===== config.mk =====
export PLATFORM = sky130hd
export DESIGN_NAME = mode_scheduler
export DESIGN_NICKNAME = d
export VERILOG_FILES = /design/src/rtl/mode_scheduler.sv
export SDC_FILE = /design/constraint.sdc
export NUM_CORES = 1
export LEC_CHECK = 0
export CAP_MARGIN = 20
export CORE_MARGIN = 8
export CORE_UTILIZATION = 50
export CTS_CLUSTER_SIZE = 8
export DETAILED_ROUTE_END_ITERATION = 7
export PLACE_DENSITY = 0.84
export RECOVER_POWER = 100
export SYNTH_ARGS = -nofsm -noshare
export SYNTH_HDL_FRONTEND = slang
export SYNTH_SLANG_ARGS = --single-unit

===== constraint.sdc =====
create_clock -name clk -period 3.4 [get_ports clk]
set_input_delay 0.85 -clock clk [delete_from_list [all_inputs] [get_ports clk]]
set_output_delay 0.85 -clock clk [all_outputs]
set_load 0.01 [all_outputs]

===== src/rtl/mode_scheduler.sv =====
// mode_scheduler: debounced mode button steps IDLE->FREE->AUTO->LEARN->FREE with a silent,
// player-resetting gap between modes; owns the buzzer/LED output mux.
module mode_scheduler #(
  parameter int         DEBOUNCE_CYCLES = 2_000_000,
  parameter int         GAP_CYCLES      = 10_000_000,
  parameter logic [3:0] REST_NOTE       = 4'd0,
  parameter logic [6:0] LED_OFF         = 7'b0000000
) (
  input  logic       clk,
  input  logic       reset,
  input  logic       mode_btn,
  input  logic [3:0] free_note,
  input  logic [3:0] auto_note,
  input  logic [3:0] learn_note,
  input  logic [1:0] free_octave,
  input  logic [1:0] auto_octave,
  input  logic [1:0] learn_octave,
  input  logic [6:0] free_led,
  input  logic [6:0] auto_led,
  input  logic [6:0] learn_led,
  output logic [3:0] note_to_play,
  output logic [1:0] octave_out,
  output logic [6:0] led_out,
  output logic [2:0] player_rst_n,
  output logic [2:0] mode_state
);
  localparam int DW = $clog2(DEBOUNCE_CYCLES + 1);
  localparam int GW = GAP_CYCLES > 1 ? $clog2(GAP_CYCLES) : 1;
  typedef enum logic [2:0] {IDLE = 3'd0, FREE = 3'd1, AUTO = 3'd2, LEARN = 3'd3, GAP = 3'd4} state_t;
  state_t state, state_nx, next_mode, next_mode_nx;
  logic sync1, sync2, db, press, gap_done, hold;
  logic [DW-1:0] db_cnt;
  logic [GW-1:0] gap_cnt;
  logic [3:0] note_nx;
  logic [1:0] oct_nx;
  logic [6:0] led_nx;
  logic [2:0] rst_nx;
  assign mode_state = state;
  assign gap_done = gap_cnt == GW'(GAP_CYCLES - 1);
  // Counter only runs while the synchronized level disagrees; it saturates because reaching the limit flips db.
  always_ff @(posedge clk or negedge reset)
    if (!reset) begin
      sync1  <= 1'b0;
      sync2  <= 1'b0;
      db     <= 1'b0;
      press  <= 1'b0;
      db_cnt <= '0;
    end else begin
      sync1 <= mode_btn;
      sync2 <= sync1;
      press <= 1'b0;
      if (sync2 == db) db_cnt <= '0;
      else if (db_cnt == DW'(DEBOUNCE_CYCLES)) begin
        db     <= ~db;
        db_cnt <= '0;
        press  <= ~db;
      end else db_cnt <= db_cnt + 1'b1;
    end
  always_comb begin
    state_nx     = state;
    next_mode_nx = next_mode;
    if (state > GAP) state_nx = IDLE;
    else if (state == GAP) state_nx = gap_done ? next_mode : GAP;
    else if (press) begin
      state_nx     = GAP;
      next_mode_nx = state == FREE ? AUTO : state == AUTO ? LEARN : FREE;
    end
  end
  // Forward player data only once a mode has been held for a full cycle, so entry and exit edges are silent.
  always_comb begin
    hold    = state == state_nx;
    note_nx = !hold ? REST_NOTE : state == FREE ? free_note : state == AUTO ? auto_note :
              state == LEARN ? learn_note : REST_NOTE;
    oct_nx  = !hold ? 2'b00 : state == FREE ? free_octave : state == AUTO ? auto_octave :
              state == LEARN ? learn_octave : 2'b00;
    led_nx  = !hold ? LED_OFF : state == FREE ? free_led : state == AUTO ? auto_led :
              state == LEARN ? learn_led : LED_OFF;
    rst_nx  = state_nx == FREE ? 3'b001 : state_nx == AUTO ? 3'b010 : state_nx == LEARN ? 3'b100 : 3'b000;
  end
  always_ff @(posedge clk or negedge reset)
    if (!reset) begin
      state        <= IDLE;
      next_mode    <= IDLE;
      gap_cnt      <= '0;
      note_to_play <= REST_NOTE;
      octave_out   <= 2'b00;
      led_out      <= LED_OFF;
      player_rst_n <= 3'b000;
    end else begin
      state        <= state_nx;
      next_mode    <= next_mode_nx;
      gap_cnt      <= state == GAP ? gap_cnt + 1'b1 : '0;
      note_to_play <= note_nx;
      octave_out   <= oct_nx;
      led_out      <= led_nx;
      player_rst_n <= rst_nx;
    end
endmodule


==> metrics.log, run 1 <==
[metrics] run status: finished with violations
[metrics] violations in the final reports: capacitance limit, slew limit
[metrics] clock latency on the worst-skew pair: 0.34 ns
[metrics] Die Y: between 90 and 100 um
[metrics] startpoint-to-endpoint class of the critical path: register to output pin
[metrics] cell type with the largest total area after synthesis: sky130_fd_sc_hd__dfrtp_1
[metrics] most instantiated cells after synthesis: sky130_fd_sc_hd__dfrtp_1 (70), sky130_fd_sc_hd__nor2_1 (54), sky130_fd_sc_hd__nand2_1 (21), sky130_fd_sc_hd__xnor2_1 (20)
[metrics] total wire length: around 8 mm
[metrics] cell chain of the critical path: dlygate4sd3_1
[metrics] TritonCTS clock tree: yes
[metrics] count of nets after finishing: ~460
[metrics] Fmax achieved: 0.360 GHz
[metrics] slew of the pin with the lowest slew margin: around 1.7 ns
[metrics] flip-flop cell with the highest count after synthesis: sky130_fd_sc_hd__dfrtp_1
[metrics] area taken by multi-input logic gates: roughly 0.0016 sq mm
[metrics] Die Area: ~0.01 sq mm
[metrics] count of different cell masters after synthesis: 50
[metrics] total global routing overflow: 0
[metrics] worst clock skew on the final layout: 0.00726 ns
[metrics] number of optimization iterations in the first detailed-route pass: 5
[metrics] count of pins over their slew limit: around 70
[metrics] antenna violation net count after detailed routing: 0
[metrics] Worst Path Max Fanout: 22
[metrics] Leakage: between 1.5 and 2 nW
[metrics] Final Hold Violating Endpoints: 0
[metrics] number of DRC markers in iteration 0: 137
[metrics] floorplan row count: 30
[metrics] Mapped Nets: ~400
[metrics] most common cell in the synthesized netlist: sky130_fd_sc_hd__dfrtp_1
[metrics] number of diodes added for antenna fixing: 0
[metrics] Core Area: around 0.0068 sq mm
[metrics] MaxCap Viol Count: 1
[metrics] smallest hold slack: roughly 0.39 ns
[metrics] Vias/cell: 5.61
[metrics] area of the mapped netlist: 0.00350 sq mm
[metrics] Required @ worst endpoint: 2.55 ns
[metrics] clock period minus worst slack: ~2.8 ns
[metrics] Total Routing Usage GR: 17.5%
[metrics] power per cell area: ~380 mW/mm^2
[metrics] global placer's final weighted congestion: 0.829
[metrics] worst path arrival time: ~1.9 ns
[metrics] final non-filler cell total: 512
[metrics] portion of the post-synthesis area used by sequential elements: about half
[metrics] DRC Markers: 0
[metrics] Yosys reg bits: 70
[metrics] routed via count: approximately 2.9k
[metrics] synth top area cells: sky130_fd_sc_hd__dfrtp_1 (50%), sky130_fd_sc_hd__nor2_1 (5.8%), sky130_fd_sc_hd__xnor2_1 (5.0%)
[metrics] top cell family by delay on the critical path: flip-flops
[metrics] Setup TNS Final: 0 ns
[metrics] setup repair after global routing missed its margin: no
[metrics] setup-violating endpoint count in the final report: 0
[metrics] DP HPWL: ~6 mm
[metrics] fill cell instance count of the final layout: roughly 550
[metrics] global-route wire length before repair: between 10 and 15 mm
[metrics] master cell of the clock root buffer: sky130_fd_sc_hd__clkbuf_8
[metrics] clock tree buffer depth: 2
[metrics] depth of the CTS H-tree: 3
[metrics] horizontal die dimension: 99.7 um
[metrics] Wirelength per Cell: between 15 and 20 um
[metrics] fraction of synthesis flops using an asynchronous set or reset pin: 100%
[metrics] gate count of the mapped netlist: roughly 350
[metrics] worst path bufs/invs: 1
[metrics] vias in the first global route: 2963
[metrics] clock-pin transition on the worst setup and hold timing paths: roughly 0.07 ns
[metrics] startpoint type of the worst setup path: register
[metrics] maximum single-stage delay on the critical path: 0.86 ns
[metrics] antenna violations before repair: 0
[metrics] Syn-to-layout area delta: 24.2%
[metrics] area used by sequential logic in the layout: 0.00175 sq mm
[metrics] total clock sinks: 70
[metrics] count of flip-flops with a built-in enable after synthesis: 0
[metrics] minimum setup slack among reg-to-reg paths: 0.63 ns
[metrics] largest vdd supply drop: 0.233 mV
[metrics] fraction of final layout cells with drive strength greater than 1: under 10%
[metrics] slowest library cell on the worst path: sky130_fd_sc_hd__dfrtp_1
[metrics] final cycle utilization of the critical path: between 80% and 90%
[metrics] count of synthesis-stage warnings from yosys: 0
[metrics] Setup crit end kind: output pin
[metrics] Post-CTS Setup Bufs: 0
[metrics] maximum number of pins on one net before global-route repair: 71
[metrics] portion of synthesized cell area occupied by the leading cell type: around half
[metrics] I/O pin cnt: 61
[metrics] relative slew slack: -13.8%
[metrics] cts hold-fix bufs: 0
[metrics] mean cell area of the mapped netlist: just under 10 sq um
[metrics] overall power: roughly 1.7 mW
[metrics] post-layout utilization of the core: 64.0%
[metrics] Resized Gates After CTS: 0
[metrics] count of input and output buffers: 60
[metrics] Hold WC Path Type: register to register
[metrics] Inst Count DP: 496
[metrics] Inserted Clock Buffers: 9
[metrics] effective utilization at floorplan: around half
-- state kept, by name (all words and copies together), names as in the netlist --
signal / count
sync2: 1
press: 1
db: 1
note_to_play: 4
next_mode: 2
mode_state: 3
led_out: 7
player_rst_n: 3
sync1: 1
gap_cnt: 24
db_cnt: 21
octave_out: 2
-- cell usage in the layout, fill, tap and decap left out, types with 6 or more instances in the layout --
cell                              count
sky130_fd_sc_hd__a22oi_1             13
sky130_fd_sc_hd__xnor2_1             20
sky130_fd_sc_hd__a21oi_1             15
sky130_fd_sc_hd__or4_1                6
sky130_fd_sc_hd__or3_1               10
sky130_fd_sc_hd__clkbuf_8            10
sky130_fd_sc_hd__dfrtp_1             70
sky130_fd_sc_hd__clkdlybuf4s50_1     39
sky130_fd_sc_hd__inv_1                9
sky130_fd_sc_hd__o21ai_0             11
sky130_fd_sc_hd__nor4_1               9
sky130_fd_sc_hd__nand2_1             21
sky130_fd_sc_hd__mux2_2              14
sky130_fd_sc_hd__xor2_1               6
sky130_fd_sc_hd__nand3_1             15
sky130_fd_sc_hd__dlygate4sd3_1       20
sky130_fd_sc_hd__nor2_1              54
sky130_fd_sc_hd__nor3_1               6
sky130_fd_sc_hd__nand4_1             14
-- kinds of logic after synthesis --
family / after synthesis / synth area share, %
AOI/OAI and AO/OA: 54 / 10.0
xor gates and xnor gates: 26 / 6.50
adders and majority gates: 3 / 1.07
buffers and inverters: 25 / 2.97
DFF: 70 / 50.0
muxes: 15 / 4.79
and+or+nand+nor: 161 / 24.7
-- final timing paths --
check                              startpoint         endpoint  cells past startpoint
worst max-delay path            mode_state[0]    mode_state[0]                      1
worst min-delay path                    sync1            sync2                      0
worst max register to register  mode_state[0]  player_rst_n[0]                      4
worst min register to register          sync1            sync2                      0
max in group asynchronous               reset       led_out[2]                      2
min in group asynchronous               reset       gap_cnt[2]                      2
-- cell type report --
class                      instances  area share [%]
timing repair buffer              62            13.9
clock inverter                     4            1.61
multi-input combinational        259            37.4
inverter                           9           0.777
clock buffer                      12            3.34
tap                               96            2.76
sequential                        70            40.3
-- stage by stage --
stage / cell area [sq um] / worst slack (ns)
floorplan: 3500 / 1.51
CTS: 4380 / 0.629
global route: 4350 / 0.468
global placement: 4170 / 1.08
finish: 4350 / 0.626
detailed placement: 4170 / 1.01
-- where the power goes --
group	total, mW	leakage [nW]	internal, mW	switching (mW)
sequential	0.841	0.971	0.837	0.00460
clock	0.731	0.110	0.431	0.300
combinational	0.0830	0.721	0.0504	0.0327
total	1.66	1.80	1.32	0.337
-- metal layers --
layer  GRT usage (%)  routed length (um)  vias up
met5               0                   0        -
met4            5.12                 109        0
met3            3.98                 301       13
met2            31.2                4530       50
met1            20.3                3280     1432
li1                -                   -     1379
Power figures use the tool's default switching activity.
==> run 2: changes to the inputs <==
==> constraint.sdc (replaced) <==
create_clock -name clk -period 2.8 [get_ports clk]
set_input_delay 0.7 -clock clk [delete_from_list [all_inputs] [get_ports clk]]
set_output_delay 0.7 -clock clk [all_outputs]
set_load 0.01 [all_outputs]
==> run 2 against run 1 <==
Effect of this change: final cell count rose by 0.78%; sequential power rose by 21%; via count fell by 2.2%; core utilization rose by 0.24 points; register-to-register slack got worse by 0.18 ns; the run now ends clean; first-iteration DRC count rose by 18%; combinational power rose by 23%; largest power group unchanged.
==> metrics.log, run 2 (same netlist as run 1, synthesis figures left out) <==
[metrics] Setup TNS Final: 0 ns (unchanged)
[metrics] area taken by multi-input logic gates: 0.00162 sq mm (was 0.00163 sq mm)
[metrics] Leakage: 1.82 nW (was 1.80 nW)
[metrics] power per cell area: 441 mW/mm^2 (was 381 mW/mm^2)
[metrics] largest vdd supply drop: 0.367 mV (was 0.233 mV)
[metrics] Vias/cell: 5.45 (was 5.61)
[metrics] leading cell types in the layout, fill and taps excluded: sky130_fd_sc_hd__dfrtp_1 (70), sky130_fd_sc_hd__nor2_1 (54), sky130_fd_sc_hd__clkdlybuf4s50_1 (40) (was sky130_fd_sc_hd__dfrtp_1 (70), sky130_fd_sc_hd__nor2_1 (54), sky130_fd_sc_hd__clkdlybuf4s50_1 (39))
[metrics] Clock Power Share: 41.6% (was 44.2%)
[metrics] Hold WC Path Type: register to register (unchanged)
[metrics] master cell of the clock root buffer: sky130_fd_sc_hd__clkbuf_8 (unchanged)
[metrics] global placer's final weighted congestion: 0.896 (was 0.829)
[metrics] fill cell instance count of the final layout: 551 (was 547)
[metrics] Worst Path Max Fanout: 21 (was 22)
[metrics] count of pins over their slew limit: 0 (was 71)
[metrics] Final Hold Violating Endpoints: 0 (unchanged)
[metrics] Resized Gates After CTS: 0 (unchanged)
[metrics] registers with the most flip-flops: gap_cnt: 24 flops, db_cnt: 21 flops, led_out: 7 flops (unchanged)
[metrics] count of nets after finishing: 460 (was 456)
[metrics] floorplan row count: 30 (unchanged)
[metrics] number of DRC markers in iteration 0: 162 (was 137)
[metrics] antenna violation net count after detailed routing: 0 (unchanged)
[metrics] Wirelength per Cell: 15.1 um (was 16.1 um)
[metrics] Die Y: 99.7 um (unchanged)
[metrics] Sw Ratio: 20.2% (was 20.4%)
[metrics] cts hold-fix bufs: 0 (unchanged)
[metrics] portion of total power attributed to combinational logic: 5.3% (was 5.0%)
[metrics] startpoint type of the worst setup path: register (unchanged)
[metrics] final cycle utilization of the critical path: about 85%
[metrics] most common cell after layout, fill and taps aside: sky130_fd_sc_hd__dfrtp_1 (unchanged)
[metrics] effective utilization at floorplan: 51.5% (unchanged)
[metrics] depth of the CTS H-tree: 3 (unchanged)
[metrics] clock tree buffer depth: 2 (unchanged)
[metrics] clock period minus worst slack: ~2.4 ns
[metrics] slowest library cell on the worst path: sky130_fd_sc_hd__clkdlybuf4s50_1 (was sky130_fd_sc_hd__dfrtp_1)
[metrics] net switching power: 389 uW (was 337 uW)
[metrics] clock-pin transition on the worst setup and hold timing paths: 0.07 ns (about the same)
[metrics] depth of the worst register-to-register path: 4 (unchanged)
[metrics] run status: finished clean (was finished with violations)
[metrics] maximum number of pins on one net before global-route repair: 47 (was 71)
[metrics] global-route wire length before repair: 13.1 mm (was 14.1 mm)
[metrics] MaxCap Viol Count: 0 (was 1)
[metrics] Setup crit end kind: output pin (unchanged)
[metrics] setup-violating endpoint count in the final report: 0 (unchanged)
[metrics] cell chain of the critical path: clkbuf_2, clkdlybuf4s50_1 (was dlygate4sd3_1)
[metrics] overall power: 1.92 mW (was 1.66 mW)
[metrics] area used by sequential logic in the layout: 0.00175 sq mm (unchanged)
[metrics] clock latency on the worst-skew pair: 0.33 ns (was 0.34 ns)
[metrics] number of optimization iterations in the first detailed-route pass: 4 (was 5)
[metrics] total clock sinks: 70 (unchanged)
[metrics] I/O pin cnt: 61 (unchanged)
[metrics] Post-CTS Setup Bufs: 0 (unchanged)
[metrics] total wire length: 7.81 mm (was 8.22 mm)
[metrics] DP HPWL: 5.75 mm (was 5.87 mm)
[metrics] cell-internal power: 1.54 mW (was 1.32 mW)
[metrics] Fmax achieved: 0.422 GHz
[metrics] total global routing overflow: 0 (unchanged)
[metrics] horizontal die dimension: 99.7 um (unchanged)
[metrics] Syn-to-layout area delta: 24.7% (was 24.2%)
[metrics] Die Area: 0.00994 sq mm (unchanged)
[metrics] fraction of final layout cells with drive strength greater than 1: 10.0% (was 9.38%)
[metrics] slew of the pin with the lowest slew margin: 1.33 ns (was 1.71 ns)
[metrics] worst path arrival time: 1.67 ns (was 1.92 ns)
[metrics] relative slew slack: 11.1% (was -13.8%)
[metrics] DRC Markers: 0 (unchanged)
[metrics] register name with the most flops: gap_cnt (unchanged)
[metrics] Total Routing Usage GR: 16.3% (was 17.5%)
[metrics] sequential share of power: 53.1% (was 50.8%)
[metrics] Core Area: 0.00679 sq mm (unchanged)
[metrics] maximum single-stage delay on the critical path: 0.63 ns (was 0.86 ns)
[metrics] vias in the first global route: 2743 (was 2963)
[metrics] antenna violations before repair: 0 (unchanged)
[metrics] Inserted Clock Buffers: 9 (unchanged)
[metrics] number of diodes added for antenna fixing: 0 (unchanged)
[metrics] setup repair after global routing missed its margin: no (unchanged)
[metrics] max reg flops: 24 (unchanged)
[metrics] Required @ worst endpoint: 2.10 ns (was 2.55 ns)
[metrics] TritonCTS clock tree: yes (unchanged)
[metrics] count of input and output buffers: 60 (unchanged)
[metrics] worst hold stages: 0 (unchanged)
[metrics] worst clock skew on the final layout: 0.00816 ns (was 0.00726 ns)
[metrics] startpoint-to-endpoint class of the critical path: register to output pin (unchanged)
[metrics] routed via count: 2810 (was 2874)
## run 2: cell types whose count changed in the layout (fill, tap and decap cells not counted), sizes merged
| cell | previous run | this run |
|---|---|---|
| clkbuf | 14 | 16 |
| clkdlybuf4s50 | 39 | 40 |
| dlygate4sd3 | 20 | 19 |
| bufinv | 2 | 1 |
| buf | 1 | 3 |
| clkinv | 2 | 3 |
## run 2: path summary, 6_finish.rpt
| path | startpoint | end | slack [ns] |
|---|---|---|---|
| min in group asynchronous | reset | gap_cnt[10] | 0.64 |
| hold reg to reg | sync1 | sync2 | 0.36 |
| hold / removal | sync1 | sync2 | 0.36 |
| max in group asynchronous | reset | db_cnt[0] | 1.29 |
| setup / recovery | mode_state[1] | mode_state[1] | 0.43 |
| setup reg to reg | mode_state[2] | mode_state[2] | 0.45 |
## run 2: critical path: cells and delay by family, from the launching register on
family                 cells  cell delay (ns)
buffers and inverters      2             1.01
DFF                        1             0.34
## run 2: cell type report
class,instances,area share (%)
Multi-Input combinational cell,259,37.1
Clock inverter,4,1.03
Timing Repair Buffer,66,14.7
Tap cell,96,2.75
Inverter,9,0.774
Clock buffer,12,3.55
Sequential cell,70,40.1
## run 2: power groups by stage
stage               Sequential [mW]  Clock (mW)  Combinational [mW]
floorplan                      1.04           0              0.0211
global placement               1.04           0               0.102
detailed placement             1.04           0               0.105
CTS                            1.02       0.818               0.105
global route                   1.02       0.860               0.113
finish                         1.02       0.801               0.102
## run 2: through the flow
| stage | util (%) | worst slack, ns | hold WS [ns] | std cells | cell area (sq um) |
|---|---|---|---|---|---|
| after floorplan | - | 0.910 | 0.331 | 354 | 3500 |
| after global placement | 62.0 | 0.790 | 0.341 | 500 | 4210 |
| after detailed placement | 62.0 | 0.735 | 0.341 | 500 | 4210 |
| after CTS | 64.9 | 0.546 | 0.356 | 516 | 4410 |
| after global routing | 64.3 | 0.246 | 0.359 | 516 | 4370 |
| final | 64.3 | 0.428 | 0.359 | 516 | 4370 |
## run 2: metal layers
| layer | track usage, % | up-vias | routed length (um) |
|---|---|---|---|
| li1 | - | 1388 | - |
| met1 | 19.8 | 1369 | 3280 |
| met2 | 27.8 | 48 | 4170 |
| met3 | 3.56 | 5 | 309 |
| met4 | 5.47 | 0 | 43 |
| met5 | 0 | - | 0 |
